$ cat config.mk
export PLATFORM = sky130hd
export DESIGN_NAME = ahb_bus_matrix_in_stage
export DESIGN_NICKNAME = d
export VERILOG_FILES = /design/src/rtl/ahb_bus_matrix_in_stage.sv
export SDC_FILE = /design/constraint.sdc
export NUM_CORES = 1
export LEC_CHECK = 0
export ABC_AREA = 1
export BUFFER_PORTS_ARGS = -buffer_cell sky130_fd_sc_hd__buf_4
export CORE_ASPECT_RATIO = 0.6
export CORE_MARGIN = 2
export CORE_UTILIZATION = 40
export DETAILED_ROUTE_END_ITERATION = 16
export GPL_ROUTABILITY_DRIVEN = 0
export PLACE_DENSITY = 0.69
export SYNTH_ARGS = -nofsm -noshare
export SYNTH_HDL_FRONTEND = slang
export SYNTH_SLANG_ARGS = --single-unit
$ cat constraint.sdc
create_clock -name HCLK -period 1.5 [get_ports HCLK]
set_input_delay 0.3 -clock HCLK [delete_from_list [all_inputs] [get_ports HCLK]]
set_output_delay 0.3 -clock HCLK [all_outputs]
set_load 0.02 [all_outputs]
$ cat src/rtl/ahb_bus_matrix_in_stage.sv
// AHB bus matrix per-master input stage: holds an ungranted address phase and stalls
// the master until the targeted output stage grants this port.
module ahb_bus_matrix_in_stage #(
   parameter int unsigned ADDR_WIDTH = 32,
   parameter int unsigned USER_WIDTH = 32
) (
   input  logic                  HCLK,
   input  logic                  HRESETn,
   input  logic                  HSELS,
   input  logic [ADDR_WIDTH-1:0] HADDRS,
   input  logic [USER_WIDTH-1:0] HAUSERS,
   input  logic [1:0]            HTRANSS,
   input  logic                  HWRITES,
   input  logic [2:0]            HSIZES,
   input  logic [2:0]            HBURSTS,
   input  logic [3:0]            HPROTS,
   input  logic [3:0]            HMASTERS,
   input  logic                  HMASTLOCKS,
   input  logic                  HREADYS,
   input  logic                  active_in,
   input  logic                  readyout_in,
   input  logic                  resp_in,
   output logic                  sel_in,
   output logic [ADDR_WIDTH-1:0] addr_in,
   output logic [USER_WIDTH-1:0] auser_in,
   output logic [1:0]            trans_in,
   output logic                  write_in,
   output logic [2:0]            size_in,
   output logic [2:0]            burst_in,
   output logic [3:0]            prot_in,
   output logic [3:0]            master_in,
   output logic                  mastlock_in,
   output logic                  held_tran_in,
   output logic                  HREADYOUTS,
   output logic                  HRESPS
);

   logic                  trans_req;
   logic                  hold_en;
   logic                  pend_tran_q, pend_tran_d;
   logic                  data_phase_q, data_phase_d;

   logic                  hold_sel_q;
   logic [ADDR_WIDTH-1:0] hold_addr_q;
   logic [USER_WIDTH-1:0] hold_auser_q;
   logic [1:0]            hold_trans_q;
   logic                  hold_write_q;
   logic [2:0]            hold_size_q;
   logic [2:0]            hold_burst_q;
   logic [3:0]            hold_prot_q;
   logic [3:0]            hold_master_q;
   logic                  hold_mastlock_q;

   assign trans_req = HSELS & HTRANSS[1] & HREADYS;
   assign hold_en   = HSELS & HREADYS;

   always_comb begin
      pend_tran_d = pend_tran_q;
      // Release takes priority; a new request cannot arrive while stalled anyway.
      if (active_in & readyout_in) begin
         pend_tran_d = 1'b0;
      end else if (trans_req & ~active_in) begin
         pend_tran_d = 1'b1;
      end
   end

   always_comb begin
      data_phase_d = data_phase_q;
      if (readyout_in) begin
         data_phase_d = held_tran_in & active_in;
      end
   end

   always_ff @(posedge HCLK) begin
      if (!HRESETn) begin
         pend_tran_q     <= 1'b0;
         data_phase_q    <= 1'b0;
         hold_sel_q      <= 1'b0;
         hold_addr_q     <= '0;
         hold_auser_q    <= '0;
         hold_trans_q    <= '0;
         hold_write_q    <= 1'b0;
         hold_size_q     <= '0;
         hold_burst_q    <= '0;
         hold_prot_q     <= '0;
         hold_master_q   <= '0;
         hold_mastlock_q <= 1'b0;
      end else begin
         pend_tran_q  <= pend_tran_d;
         data_phase_q <= data_phase_d;
         if (hold_en) begin
            hold_sel_q      <= HSELS & HTRANSS[1];
            hold_addr_q     <= HADDRS;
            hold_auser_q    <= HAUSERS;
            hold_trans_q    <= HTRANSS;
            hold_write_q    <= HWRITES;
            hold_size_q     <= HSIZES;
            hold_burst_q    <= HBURSTS;
            hold_prot_q     <= HPROTS;
            hold_master_q   <= HMASTERS;
            hold_mastlock_q <= HMASTLOCKS;
         end
      end
   end

   assign sel_in       = pend_tran_q ? hold_sel_q      : (HSELS & HTRANSS[1]);
   assign addr_in      = pend_tran_q ? hold_addr_q     : HADDRS;
   assign auser_in     = pend_tran_q ? hold_auser_q    : HAUSERS;
   assign trans_in     = pend_tran_q ? hold_trans_q    : HTRANSS;
   assign write_in     = pend_tran_q ? hold_write_q    : HWRITES;
   assign size_in      = pend_tran_q ? hold_size_q     : HSIZES;
   assign burst_in     = pend_tran_q ? hold_burst_q    : HBURSTS;
   assign prot_in      = pend_tran_q ? hold_prot_q     : HPROTS;
   assign master_in    = pend_tran_q ? hold_master_q   : HMASTERS;
   assign mastlock_in  = pend_tran_q ? hold_mastlock_q : HMASTLOCKS;

   assign held_tran_in = trans_req | pend_tran_q;

   assign HREADYOUTS   = pend_tran_q ? 1'b0 : (data_phase_q ? readyout_in : 1'b1);
   assign HRESPS       = data_phase_q & resp_in;

endmodule

==> results.md, run 1 <==
* Initial antenna violation count at 0
* Final hold violation count at 0
* Area growth from synthesis to layout at 46.28%
* Cell area after layout at 5996 um^2
* Mapped Avg Cell Area at 6.365 um^2
* Min Tclk post-route at 1587 ps
* Die height at 82.41 um
* Initial core utilization at 0.4134
* RSZ-0062 raised after global routing: yes
* # setup viols final at 84
* Max FO, Critical Path at 19
* Avg WL per Cell at 12.99 um
* Root buffer cell: clkbuf_16
* I/O pins at 175
* Post-Syn Area at 4099 um^2
* Cts hold-fix bufs at 0
* Pre-antenna DRT Iters at 5
* Max Freq at 630.3 MHz
* Max incr delay on CP at 390 ps
* Clk_skew at 1.155 ps
* Failing checks: setup timing
* Final nets at 884
* Worst path arrival time at 1290 ps
* Total number of vias at 4459
* Leak at 2.988 nW
* Vias in the first global route at 3872
* First-pass GRT wire length at 18.78 mm
* Rel. slew slack at 0.7376
* H-tree levels at 3
* Reg2reg start: pend_tran_q$_SDFFE_PP0P_
* Most used DFF post-synth: dfxtp_1
* Clock Latency Late Sink at 340 ps
* Number of DRC markers in iteration 0 at 354
* Crit path launch: pend_tran_q$_SDFFE_PP0P_
* Total GRT Usage at 0.2139
* Yosys warns at 0
* Antenna-violating nets left at 0
* Critical path launch point type: flip-flop
* Die width at 134.7 um
* Max Buffers Root-to-Sink at 2
* Final HPWL DP at 7.902 mm
* Synth unique cells at 18
* Crit path top cell by count: nand2_1
* N_diodes at 0
* Slew @ Worst Pin at 393.7 ps
* Area after DPL at 5379 um^2
* Fillers at 953
* Crit path max-delay cell type: dfxtp_4
* Quantity of I/O buffers inserted on ports at 174
* CP Capture Type: primary output
* Post-CTS Setup Bufs at 0
* Final setup margin at -86.60 ps
* Worst min-delay path class: in -> reg
* Setup CP Type: reg -> out
* Number of vias per cell at 4.769
* TNS Setup at -4856 ps
* Max-cap viol count at 0
* Number of flops mapped to enable cells by yosys at 0
* Drt drc at 0
* Req. time, crit path at 1200 ps
* Drt total wl at 12.15 mm
* Layout cell share with drive strength beyond 1 at 0.2800
* Core area at 9915 um^2
* Die area at 11100 um^2
* PwrDens at 1020 nW/um^2
* Num Clock Sinks at 85
* Clock transition at path regs at 60 ps
* Synth top area cells: dfxtp_1, nand2_1, nor2_1
* Fin. max-slew vios at 0
* Post-synth top cells: nand2_1, nor2_1, dfxtp_1
* Leading area contributor after synthesis: dfxtp_1
* CTS tree: yes
* Post-synthesis sequential area ratio at 0.4151
* Top-count cell post-synth: nand2_1
* Post-synth ARST share at 0
* Global route overflow at 0
* Synth Register Bits at 85
* Hold Startpoint: HMASTERS[1]
* Period utilization at 1.058
* Cells after Synth at 644
* FP Rows at 28
* Total clock buffers created by CTS at 9
* Crit-path cells: inv_8 > buf_12 > nand2_1 > nand2_1 > buf_6
* Fin Hold WS at 216.1 ps
* Largest net degree at the start of global routing at 83
* Post-synth top area share at 0.4151
* Status: complete, but fails checks
* Synth Net Count at 733
* Peak VDD IR at 0.0005968 V
through the flow:
step | utilization | worst slack, ps | std cells | power, mW
after floorplan | - | 140.0 | 644 | 3.170
after global placement | 0.5425 | 224.1 | 916 | 3.650
after detailed placement | 0.5425 | 213.1 | 916 | 3.677
after CTS | 0.6007 | -112.7 | 934 | 6.165
after global routing | 0.6047 | -158.5 | 935 | 6.411
final | 0.6047 | -86.60 | 935 | 6.115
registers in the layout, indices dropped and copies added, names as in the netlist:
signal	count
hold_addr_q	32
hold_size_q	3
hold_sel_q	1
hold_trans_q	2
hold_auser_q	32
data_phase_q	1
hold_master_q	4
hold_write_q	1
hold_burst_q	3
hold_mastlock_q	1
hold_prot_q	4
pend_tran_q	1
worst paths after layout:
path         cells past startpoint  slack (ps)                             to
max                              5         -90                    addr_in[19]
min                              3         220  hold_master_q[1]$_SDFFE_PN0P_
max reg2reg                      5         500      data_phase_q$_SDFFE_PN0P_
min reg2reg                      2         480   hold_addr_q[25]$_SDFFE_PN0P_
timing repair:
action | 4_1_cts | 5_1_grt
resized for setup | 58 | 5
pin swaps | 0 | 0
cloned | 2 | 1
endpoints found under the setup margin | 85 | 85
area by class of cell:
type	count	area, um^2	area share
Clock inverter	4	70.07	0.01169
Inverter	7	46.29	0.007721
Tap cell	135	168.9	0.02817
Sequential cell	85	1705	0.2844
Clock buffer	12	256.5	0.04278
Timing Repair Buffer	185	1682	0.2805
Multi-Input combinational cell	507	2067	0.3447
cell families after synthesis:
group                  after synthesis  synth area share
and+or+nand+nor                    420            0.3907
DFF                                 85            0.4151
AOI/OAI and AO/OA                   87            0.1062
buffers and inverters               52           0.08791
worst max-delay path, delay by kind of cell (launching register included):
| kind | cells | cell delay [ps] |
|---|---|---|
| buffers and inverters | 3 | 390 |
| flip-flops | 1 | 390 |
| AND/OR/NAND/NOR | 2 | 160 |
placed cells by master (no fill, tap or decap):
cell type / n
o21ai_0: 82
buf_6: 42
nor2_1: 154
clkbuf_8: 2
inv_1: 5
buf_12: 5
clkbuf_16: 10
nand2_1: 243
buf_16: 2
inv_8: 1
nand3_1: 2
bufinv_16: 2
clkinv_2: 2
inv_12: 1
a21oi_1: 5
clkbuf_1: 1
buf_8: 2
nand2_2: 12
buf_4: 133
nor2_2: 9
dfxtp_1: 84
dfxtp_4: 1
report_power, final:
part | internal [mW] | switching, mW
clock | 1.54 | 0.862
sequential | 2.41 | 0.0800
combinational | 0.566 | 0.659
total | 4.51 | 1.60
layer usage:
layer	vias to the layer above	routed length, um	track usage
met5	-	0	0
met4	0	122	0.06211
met3	15	1080	0.06349
met2	184	5347	0.3406
met1	1975	5596	0.2841
li1	2285	-	-
Power figures use the tool's default switching activity.
==> run 2: changes to the inputs <==
Settings changed: TNS_END_PERCENT set to 50.
==> run 2 against run 1 <==
- hold slack improved by 1.6 ps
- non-clock buffer count decreased by 1
- fmax increased by 0.13%
- clock skew about the same
- the run still ends with setup timing left
- routed wire length increased by 0.26%
- cell count decreased by 0.11%
- critical endpoint is now addr_in[22]
- sequential power about the same
- largest cell class unchanged
==> results.md, run 2 (same netlist as run 1, synthesis figures left out) <==
* Global route overflow at 0
* Vias in the first global route at 3898
* RSZ-0062 raised after global routing: yes
* H-tree levels at 3
* Max-cap viol count at 0
* Clock transition at path regs at 60 ps
* Reg2reg start: pend_tran_q$_SDFFE_PP0P_
* FP Rows at 28
* Power consumption at 6.139 mW
* Total number of vias at 4477
* Reg2Reg Depth at 5
* CTS tree: yes
* Max Freq at 631.1 MHz
* Setup CP Type: reg -> out
* Peak VDD IR at 0.0005940 V
* Reg-to-reg critical path endpoint: data_phase_q$_SDFFE_PN0P_
* Period utilization at 1.056
* Leak at 2.996 nW
* Fin. max-slew vios at 0
* Most common cell after layout, fill and taps aside: nand2_1
* Rel. slew slack at 0.7521
* Most frequent cells in the layout: nand2_1, nor2_1, buf_4, dfxtp_1, o21ai_0
* Core area at 9915 um^2
* Max Buffers Root-to-Sink at 2
* Number of vias per cell at 4.793
* PwrDens at 1015 nW/um^2
* Avg WL per Cell at 13.04 um
* First-pass GRT wire length at 18.91 mm
* Die area at 11100 um^2
* N_diodes at 0
* Crit path launch: pend_tran_q$_SDFFE_PP0P_
* Quantity of I/O buffers inserted on ports at 174
* Final setup margin at -84.55 ps
* Initial antenna violation count at 0
* Cts hold-fix bufs at 0
* Clock Latency Late Sink at 340 ps
* Drt drc at 0
* Worst path arrival time at 1280 ps
* DP Cell Count at 916
* Layout cell share with drive strength beyond 1 at 0.2829
* Drt total wl at 12.18 mm
* Clk_skew at 1.465 ps
* Final HPWL DP at 7.902 mm
* Root buffer cell: clkbuf_16
* Largest net degree at the start of global routing at 83
* Req. time, crit path at 1200 ps
* # setup viols final at 84
* Worst path depth at 4
* Pre-antenna DRT Iters at 5
* Worst min-delay path class: in -> reg
* Max FO, Critical Path at 34
* Critical path launch point type: flip-flop
* Worst Path Buf+Inv at 2
* TNS Setup at -4661 ps
* Crit-path cells: buf_12 > nand2_1 > nand2_2 > buf_6
* Antenna-violating nets left at 0
* Status: complete, but fails checks
* Slew @ Worst Pin at 371.9 ps
* Max incr delay on CP at 420 ps
* Final hold violation count at 0
* Die height at 82.41 um
* Failing checks: setup timing
* Final core utilization at 0.6102
* End point of the critical path: addr_in[22]
* Total clock buffers created by CTS at 9
* Post-CTS Setup Bufs at 0
* Min Tclk post-route at 1585 ps
* Final nets at 883
* Non-Filler Instances at 934
* I/O pins at 175
* Largest registers: hold_addr_q: 32 flops, hold_auser_q: 32 flops
* Place WS at 213.1 ps
* Die width at 134.7 um
* Number of DRC markers in iteration 0 at 347
* R2r setup slk at 490 ps
* Crit-path leading delay family: flip-flops
* Num Clock Sinks at 85
* Area growth from synthesis to layout at 47.59%
* Total GRT Usage at 0.2160
* Initial core utilization at 0.4134
* CP Capture Type: primary output
* Crit path max-delay cell type: dfxtp_4
==> run 2: changes by cell type in the layout (fill, tap and decap cells not counted) <==
cell	before	now
buf_4	133	114
buf_6	42	61
nand2_1	243	240
nand2_2	12	15
clkbuf_16	10	9
==> run 2: final cells by class <==
cell class	count	area (um^2)
Multi-Input combinational cell	507	2074
Inverter	7	46.29
Sequential cell	85	1705
Clock inverter	4	70.07
Tap cell	135	168.9
Clock buffer	12	256.5
Fill cell	943	3865
Timing Repair Buffer	184	1728
==> run 2: where the power goes <==
group	switching [mW]	internal (mW)	leakage [nW]
clock	0.858	1.54	0.163
combinational	0.667	0.584	2.13
sequential	0.0803	2.41	0.702
total	1.61	4.53	3.00
==> run 2: what timing repair did <==
action                                  4_1_cts  5_1_grt
gates resized for setup                      79        6
endpoints found under the hold margin         0        0
endpoints found under the setup margin       85       85
pin swaps                                     3        0
cloned                                        2        0
==> run 2: through the flow <==
step	hold slack [ps]	area, um^2
floorplan	438.0	4099
global placement	461.9	5379
detailed placement	471.6	5379
CTS	205.6	6033
global route	223.7	6050
finish	217.7	6050
==> run 2: per-layer routing <==
metal	GRT usage	vias to the layer above	wire, um
li1	-	2286	-
met2	0.3452	175	5427
met5	0	-	0
met1	0.2863	2003	5619
met4	0.06000	0	105
met3	0.06471	13	1025
==> run 2: worst min-delay path by stage <==
stage / start / to / slack [ps] / cells past startpoint
floorplan: hold_sel_q$_SDFFE_PN0P_ / hold_sel_q$_SDFFE_PN0P_ / 440 / 2
global placement: hold_addr_q[27]$_SDFFE_PN0P_ / hold_addr_q[27]$_SDFFE_PN0P_ / 460 / 2
detailed placement: hold_size_q[2]$_SDFFE_PN0P_ / hold_size_q[2]$_SDFFE_PN0P_ / 470 / 2
CTS: HMASTERS[1] / hold_master_q[1]$_SDFFE_PN0P_ / 210 / 3
global route: HMASTERS[1] / hold_master_q[1]$_SDFFE_PN0P_ / 220 / 3
finish: HMASTERS[1] / hold_master_q[1]$_SDFFE_PN0P_ / 220 / 3
==> run 2: worst register-to-register path: stages, from the launching register on <==
cell and delay (ps):
dfxtp_4 420, inv_8 70, buf_16 160, nand2_1 100, nand2_1 60, a21oi_1 130
